--- src/rtl/poly_eval.sv ---
// poly_eval: sequential Horner polynomial evaluator, one multiply or add per cycle.
// Coefficients c[0..DEGREE] are written through a simple write port while idle.
// Optional feature: define POLY_EVAL_OVF_EN to add the sticky overflow output `ovf`.
module poly_eval #(
    parameter int unsigned WIDTH  = 16,
    parameter int unsigned DEGREE = 2
) (
    input  logic                           clk,
    input  logic                           rst,
    input  logic                           start,
    input  logic [WIDTH-1:0]               x,
    input  logic                           coef_we,
    input  logic [$clog2(DEGREE+1)-1:0]    coef_addr,
    input  logic [WIDTH-1:0]               coef_data,
    output logic                           busy,
    output logic                           done,
    output logic [WIDTH-1:0]               resultado
`ifdef POLY_EVAL_OVF_EN
    ,
    output logic                           ovf
`endif
);

    localparam int unsigned   AW        = $clog2(DEGREE + 1);
    localparam logic [AW-1:0] LAST_ADDR = AW'(DEGREE);
    localparam logic [AW-1:0] FIRST_IDX = AW'(DEGREE - 1);

    typedef enum logic [1:0] {
        IDLE,
        MUL,
        ADD,
        DONE
    } state_t;

    state_t            state_q, state_d;
    logic [WIDTH-1:0]  x_q, x_d;
    logic [WIDTH-1:0]  acc_q, acc_d;
    logic [WIDTH-1:0]  temp_q, temp_d;
    logic [AW-1:0]     idx_q, idx_d;
    logic [WIDTH-1:0]  resultado_q, resultado_d;
    logic [WIDTH-1:0]  coef_q [DEGREE+1];
    logic [WIDTH-1:0]  coef_d [DEGREE+1];

    // A write landing in the same cycle as an accepted start must not be seen
    // by that evaluation; the overwritten value is parked here and substituted
    // when the evaluation reaches that index.
    logic              hold_valid_q, hold_valid_d;
    logic [AW-1:0]     hold_addr_q, hold_addr_d;
    logic [WIDTH-1:0]  hold_data_q, hold_data_d;

    logic              wr_ok;
    logic [WIDTH-1:0]  coef_sel;
    logic [WIDTH-1:0]  prod_w;
    logic [WIDTH-1:0]  sum_w;

`ifdef POLY_EVAL_OVF_EN
    logic              ovf_q, ovf_d;
    logic [2*WIDTH-1:0] prod_full;
    logic [WIDTH:0]    sum_full;
    logic              prod_ovf;
    logic              sum_ovf;
`endif

    assign wr_ok    = coef_we && (state_q == IDLE) && (coef_addr <= LAST_ADDR);
    assign coef_sel = (hold_valid_q && (hold_addr_q == idx_q)) ? hold_data_q : coef_q[idx_q];

`ifdef POLY_EVAL_OVF_EN
    assign prod_full = {{WIDTH{1'b0}}, acc_q} * {{WIDTH{1'b0}}, x_q};
    assign sum_full  = {1'b0, temp_q} + {1'b0, coef_sel};
    assign prod_w    = prod_full[WIDTH-1:0];
    assign sum_w     = sum_full[WIDTH-1:0];
    assign prod_ovf  = |prod_full[2*WIDTH-1:WIDTH];
    assign sum_ovf   = sum_full[WIDTH];
    assign ovf       = ovf_q;
`else
    assign prod_w    = acc_q * x_q;
    assign sum_w     = temp_q + coef_sel;
`endif

    assign busy      = (state_q != IDLE);
    assign done      = (state_q == DONE);
    assign resultado = resultado_q;

    // Next-state and datapath updates for the IDLE/MUL/ADD/DONE sequence
    always_comb begin
        state_d      = state_q;
        x_d          = x_q;
        acc_d        = acc_q;
        temp_d       = temp_q;
        idx_d        = idx_q;
        resultado_d  = resultado_q;
        coef_d       = coef_q;
        hold_valid_d = hold_valid_q;
        hold_addr_d  = hold_addr_q;
        hold_data_d  = hold_data_q;
`ifdef POLY_EVAL_OVF_EN
        ovf_d        = ovf_q;
`endif

        if (wr_ok) begin
            coef_d[coef_addr] = coef_data;
        end

        case (state_q)
            IDLE: begin
                if (start) begin
                    x_d          = x;
                    acc_d        = coef_q[DEGREE];
                    idx_d        = FIRST_IDX;
                    hold_valid_d = wr_ok;
                    hold_addr_d  = coef_addr;
                    if (wr_ok) begin
                        hold_data_d = coef_q[coef_addr];
                    end
`ifdef POLY_EVAL_OVF_EN
                    ovf_d        = 1'b0;
`endif
                    state_d      = MUL;
                end
            end
            MUL: begin
                temp_d  = prod_w;
`ifdef POLY_EVAL_OVF_EN
                ovf_d   = ovf_q | prod_ovf;
`endif
                state_d = ADD;
            end
            ADD: begin
                acc_d = sum_w;
`ifdef POLY_EVAL_OVF_EN
                ovf_d = ovf_q | sum_ovf;
`endif
                if (idx_q == '0) begin
                    resultado_d = sum_w;
                    state_d     = DONE;
                end else begin
                    idx_d   = idx_q - 1'b1;
                    state_d = MUL;
                end
            end
            DONE: begin
                state_d = IDLE;
            end
            default: begin
                state_d = IDLE;
            end
        endcase
    end

    // State, datapath and coefficient registers with asynchronous clear
    always_ff @(posedge clk or posedge rst) begin
        if (rst) begin
            state_q      <= IDLE;
            x_q          <= '0;
            acc_q        <= '0;
            temp_q       <= '0;
            idx_q        <= '0;
            resultado_q  <= '0;
            hold_valid_q <= 1'b0;
            hold_addr_q  <= '0;
            hold_data_q  <= '0;
            for (int unsigned i = 0; i <= DEGREE; i++) begin
                coef_q[i] <= '0;
            end
`ifdef POLY_EVAL_OVF_EN
            ovf_q        <= 1'b0;
`endif
        end else begin
            state_q      <= state_d;
            x_q          <= x_d;
            acc_q        <= acc_d;
            temp_q       <= temp_d;
            idx_q        <= idx_d;
            resultado_q  <= resultado_d;
            hold_valid_q <= hold_valid_d;
            hold_addr_q  <= hold_addr_d;
            hold_data_q  <= hold_data_d;
            coef_q       <= coef_d;
`ifdef POLY_EVAL_OVF_EN
            ovf_q        <= ovf_d;
`endif
        end
    end

endmodule

--- config.mk ---
export PLATFORM = sky130hd
export DESIGN_NAME = poly_eval
export DESIGN_NICKNAME = d
export VERILOG_FILES = /design/src/rtl/poly_eval.sv
export SDC_FILE = /design/constraint.sdc
export NUM_CORES = 1
export LEC_CHECK = 0
export BUFFER_PORTS_ARGS = -buffer_cell sky130_fd_sc_hd__buf_2
export CORE_MARGIN = 3
export CORE_UTILIZATION = 40
export CTS_BUF_LIST = sky130_fd_sc_hd__clkbuf_8
export DETAILED_ROUTE_END_ITERATION = 7
export SYNTH_ARGS = -nofsm -noshare
export SYNTH_HDL_FRONTEND = slang
export SYNTH_SLANG_ARGS = --single-unit
--- constraint.sdc ---
create_clock -name clk -period 7.1 [get_ports clk]
set_clock_uncertainty 0.2 [all_clocks]
set_input_delay 0.355 -clock clk [delete_from_list [all_inputs] [get_ports clk]]
set_output_delay 0.355 -clock clk [all_outputs]
set_load 0.02 [all_outputs]
Word level (Yosys, flattened, before mapping)
Cells that the tools add are included.
{ "word_totals": {"wordCells": 57, "out_inout_bits": 18, "ff_bits": 135, "inputBits": 38} }
{ "op_classes": {"mux": 17, "n_reduce_logical": 13, "n_lt_le_gt_ge": 4, "n_addsub": 2, "bitwise": 2, "n_mul": 1, "eq_ne": 6} }
{ "ops": {"columns": ["operator", "n"], "rows": [
  ["$mux W16", 7],
  ["$bmux W16 S2", 2],
  ["$bwmux W48", 1],
  ["$demux W16 S2", 1],
  ["$pmux W16 S2", 1],
  ["$add A16 B16 Y16", 1],
  ["$mul A16 B16 Y16", 1],
  ["$pmux W2 S4", 1],
  ["$ge A3 B3 Y1 const B", 2],
  ["$mux W2", 3],
  ["$not A2 Y3", 2],
  ["$reduce_and A2 Y1", 3],
  ["$reduce_and A3 Y1", 2],
  ["$eq A2 B2 Y1 const B", 2],
  ["$logic_and A1 B1 Y1", 4],
  ["$logic_not A2 Y1", 2],
  ["$ne A2 B2 Y1 const B", 2],
  ["$pmux W2 S2", 1],
  ["$reduce_bool A2 Y1", 2],
  ["$lt A3 B1 Y1 const B", 1],
  ["$eq A2 B1 Y1 const B", 1],
  ["$eq A2 B2 Y1", 1],
  ["$le A2 B2 Y1 const B", 1],
  ["$sub A2 B1 Y2 const B", 1]
]} }

Longest topological paths before layout
{ "logic_depth": {"depth_word": 7, "mapped_depth": 21, "depth_no_buf": 20} }

Least setup slack after synthesis
No wires, ideal clock.
{ "synth_timing": {"path_kind": "flip-flop to flip-flop", "start": "register x_q[1]", "end": "register temp_q[15]", "slack_ns": 1.643, "n_path_buf": 1, "setup_ns": 0.132, "t_required_ns": 6.768, "t_arrival_ns": 5.125, "path_stages_with_launch": 19, "synth_period_minus_slack_ns": 5.457, "path_cell_list": "dfrtp_1 > clkbuf_1 > nand2_1 > fa_1 > fa_1 > fa_1 > fa_1 > inv_1 > fa_1 > inv_1 > fa_1 > inv_1 > ha_1 > a21oi_1 > inv_1 > a221oi_1 > o21ai_1 > xnor2_1 > o21ai_1"} }
{ "synth_between": {"elab_chain_cells": 1} }
{ "synth_rtl": {"columns": ["element", "line_no", "rtl"], "rows": [
  ["start, declared", "36", "logic [WIDTH-1:0] x_q, x_d;"],
  ["start signal, assigned", "154", "x_q <= '0;"],
  ["start signal, assigned", "170", "x_q <= x_d;"],
  ["$mul A16 B16 Y16", "76", "assign prod_w = acc_q * x_q;"],
  ["end signal, assigned", "172", "temp_q <= temp_d;"],
  ["end, declared", "38", "logic [WIDTH-1:0] temp_q, temp_d;"]
]} }
Every way passes these cells.
A chain may end at the register's enable or synchronous reset.

Final worst setup path
Same ends and word-level chain as after synthesis.

==> run_results.csv <==
group,metric,value,unit
logic_synthesis,yosysTopAreaCellShare,31.8,%
logic_synthesis,ys_ff_latch,135,
clock_network,cts.sinks,135,
die,initial_core_util,40.8,%
clock_network,insertion_delay,0.46,ns
clock_network,ctsRootBufferMaster,"clkbuf_8",
clock_network,clockBufferDepth,2,
clock_network,cts_tree,"built",
timing,hold_viol,0,
critical_path,cp.depth,17,
timing,setup_violations,0,
cells_and_area,final_common_cell,"nand2_1",
critical_path,cp_max_fo,16,
drt,drt_pass1_iterations,5,
status,status,"finished, final reports clean",
clock_network,h-tree-depth,4,
placed_design,place_area,0.0111,sq mm
die,die_h,169,um
critical_path,r2r_start,"x_q[1]",
timing,tightest_slew,1.09,ns
grt,grt_pass1_vias,7984,
timing,fin_ws,1.08,ns
grt,antenna_found_initial,0,
drt,dr.first_iter.drc_count,435,
logic_synthesis,synth_edf_count,0,
die,io-pin-count,56,
job,max_cap_viol_count,0,
timing,slew_violations,0,
hold_path,hp-class,"primary input to register",
critical_path,cp_cell_sequence,"nand2_1 -> fa_1 -> fa_1 -> fa_1 -> fa_1 -> inv_1 -> fa_1 -> inv_1 -> fa_1 -> inv_1 -> ha_1 -> a21oi_1 -> inv_1 -> a221oi_1 -> o21ai_1 -> xnor2_1 -> o21ai_1",
cells_and_area,final_cell_mix,"nand2_1 (192), dfrtp_1 (135), inv_1 (123), fa_1 (81), and2_1 (68)",
critical_path,rr_worst_depth,17,
logic_synthesis,syn_nets,1316,
logic_synthesis,async_reset_ff_share,100,%
critical_path,cp.buffers_inverters,4,
logic_synthesis,synth_ff_type,"dfrtp_1",
hold_path,holdPathStages,3,
cells_and_area,nFillCells,2528,
critical_path,end_kind,"register",
die,die_w,169,um
placed_design,hpwl,19.4,mm
cells_and_area,drive_above_1_share,11.3,%
die,core,0.0261,sq mm
critical_path,critPathCapture,"temp_q[15]",
clock_network,clk_pin_slew,0.09,ns
cells_and_area,syn2layout_area_growth,11.4,%
timing,setup_tns,0,ns
logic_synthesis,yosysUniqueCellTypes,55,
placed_design,finalWeightedCongestion,0.866,
placed_design,port_buffers,55,
drt,ant_nets,0,
grt,grt_max_degree,87,
drt,drt-wirelength-per-cell,17.1,um
critical_path,cp.arrival,6.10,ns
critical_path,cp_slowest_stage_delay,0.71,ns
clock_network,numCtsBuffers,17,
logic_synthesis,seq_area_frac_synth,31.8,%
critical_path,path_common_cell,"fa_1",
cells_and_area,layout.nets,1372,
clock_network,post_cts_resized,0,
critical_path,slowest_stage,"dfrtp_1",
drt,viasPerCell,5.07,
timing,timing.final.crit_share,84.7,%
critical_path,rrSetupSlack,1.08,ns
grt,grt.total_usage,19.3,%
timing,rsz0062_at_grt,"no",
timing,fmaxAchievable,166,MHz
critical_path,worstSetupPathType,"register to register",
grt,grt_pass1_wl,43.7,mm
timing,slew_headroom,27.4,%
cells_and_area,final_util,45.4,%
critical_path,start_kind,"register",
critical_path,path_delay_family,"adder cells",
critical_path,worstReg2RegEnd,"temp_q[15]",
logic_synthesis,synthCells,1132,
grt,grt_remaining_overflow,0,
logic_synthesis,yosysWarnings,0,
die,num_rows,59,
placed_design,post-place-ws,1.21,ns
logic_synthesis,yosysTopAreaCell,"dfrtp_1",
critical_path,required,7.19,ns
cells_and_area,fin_area,0.0118,sq mm
logic_synthesis,synthTopCellsByArea,"dfrtp_1 (32%), fa_1 (15%), ha_1 (7.7%), nand2_1 (6.8%), inv_1 (4.3%)",
drt,vias,7789,
drt,drc,0,
die,die_area,0.0286,sq mm
drt,routed_wl,26.2,mm
timing,min_period,6.02,ns
critical_path,startpoint,"x_q[1]",
logic_synthesis,syn-cell-area,0.0106,sq mm
logic_synthesis,syn-mean-instance-area,9.39,sq um
-- layer usage --
layer  GRT usage, %  routed length (um)
met1           28.0               12700
met2           30.3               11900
met3           2.45                 965
met4           5.96                 590
met5              0                   0
-- cell type report --
class / instances / area, sq um / share of cell area (%)
clock buffers: 17 / 234 / 1.98
well taps: 335 / 419 / 3.54
inverters: 122 / 463 / 3.91
repair buffers: 96 / 666 / 5.62
diodes: 1 / 2.50 / 0.0211
multi-input cells: 816 / 6530 / 55.2
clock inverters: 14 / 139 / 1.17
flip-flops and latches: 135 / 3380 / 28.5
-- worst min path at each step --
stage,start,slack (ns),end
floorplan,hold_valid_q,0.25,hold_valid_q
global placement,hold_valid_q,0.26,hold_valid_q
detailed placement,resultado[8],0.27,resultado[8]
CTS,start,0.03,acc_q[9]
global route,start,0.05,acc_q[9]
finish,start,0.04,acc_q[9]
-- stage by stage --
stage	hold slack [ns]	cells
floorplan	0.246	1132
global placement	0.265	1471
detailed placement	0.269	1471
CTS	0.0342	1535
global route	0.0546	1535
finish	0.0378	1536
-- synthesized netlist by cell type (4+ instances only) --
library cell	instances
nand2_1	192
dfrtp_1	135
inv_1	121
fa_1	81
and2_1	68
ha_1	65
nor2_1	61
a21oi_1	59
o21ai_1	41
clkbuf_1	38
xnor2_1	38
mux2i_1	33
mux2_1	30
mux2_2	29
buf_2	17
xor2_1	16
o21ai_0	14
a21o_1	7
a31oi_1	5
o22a_1	5
a211oi_1	4
a22oi_1	4
and2_2	4
nand2b_1	4
nand3_1	4
nor2b_1	4
o21a_1	4
o21bai_1	4
o221ai_1	4
o31ai_1	4
or3_1	4
-- sequential cells by signal, summed over array words and instances (netlist names) --
name,flops
state_q,2
acc_q,16
hold_valid_q,1
hold_addr_q,2
x_q,16
temp_q,16
hold_data_q,16
coef_q,48
resultado,16
idx_q,2
-- worst register-to-register path, stage by stage (launching register included) --
cell      delay (ns)
dfrtp_1         0.71
nand2_1         0.16
fa_1            0.53
fa_1            0.59
fa_1            0.46
fa_1            0.54
inv_1           0.05
fa_1            0.47
inv_1           0.05
fa_1            0.50
inv_1           0.05
ha_1            0.32
a21oi_1         0.22
inv_1           0.06
a221oi_1        0.46
o21ai_1         0.19
xnor2_1         0.21
o21ai_1         0.08
-- kinds of logic (layout without fill, tap and decap cells) --
logic type | after synthesis | after routing | share of synthesized area [%]
AO/OA/AOI/OAI | 169 | 169 | 9.49
XOR/XNOR | 55 | 55 | 4.60
adder cells (fa/ha/maj) | 146 | 146 | 22.9
buffers and inverters | 181 | 249 | 6.73
flip-flops | 135 | 135 | 31.8
multiplexers | 92 | 92 | 9.36
other | 0 | 1 | 0
AND/OR/NAND/NOR | 354 | 354 | 15.1
-- timing repair --
| item | 4_1_cts | 5_1_grt |
|---|---|---|
| buffers inserted | 0 | 0 |
| hold buffers | 33 | 0 |
| endpoints found under the hold margin | 149 | 0 |
Power is left out: the tool's default activity adds up to more than one toggle a clock period on the data nets, which glitch-free logic cannot reach.
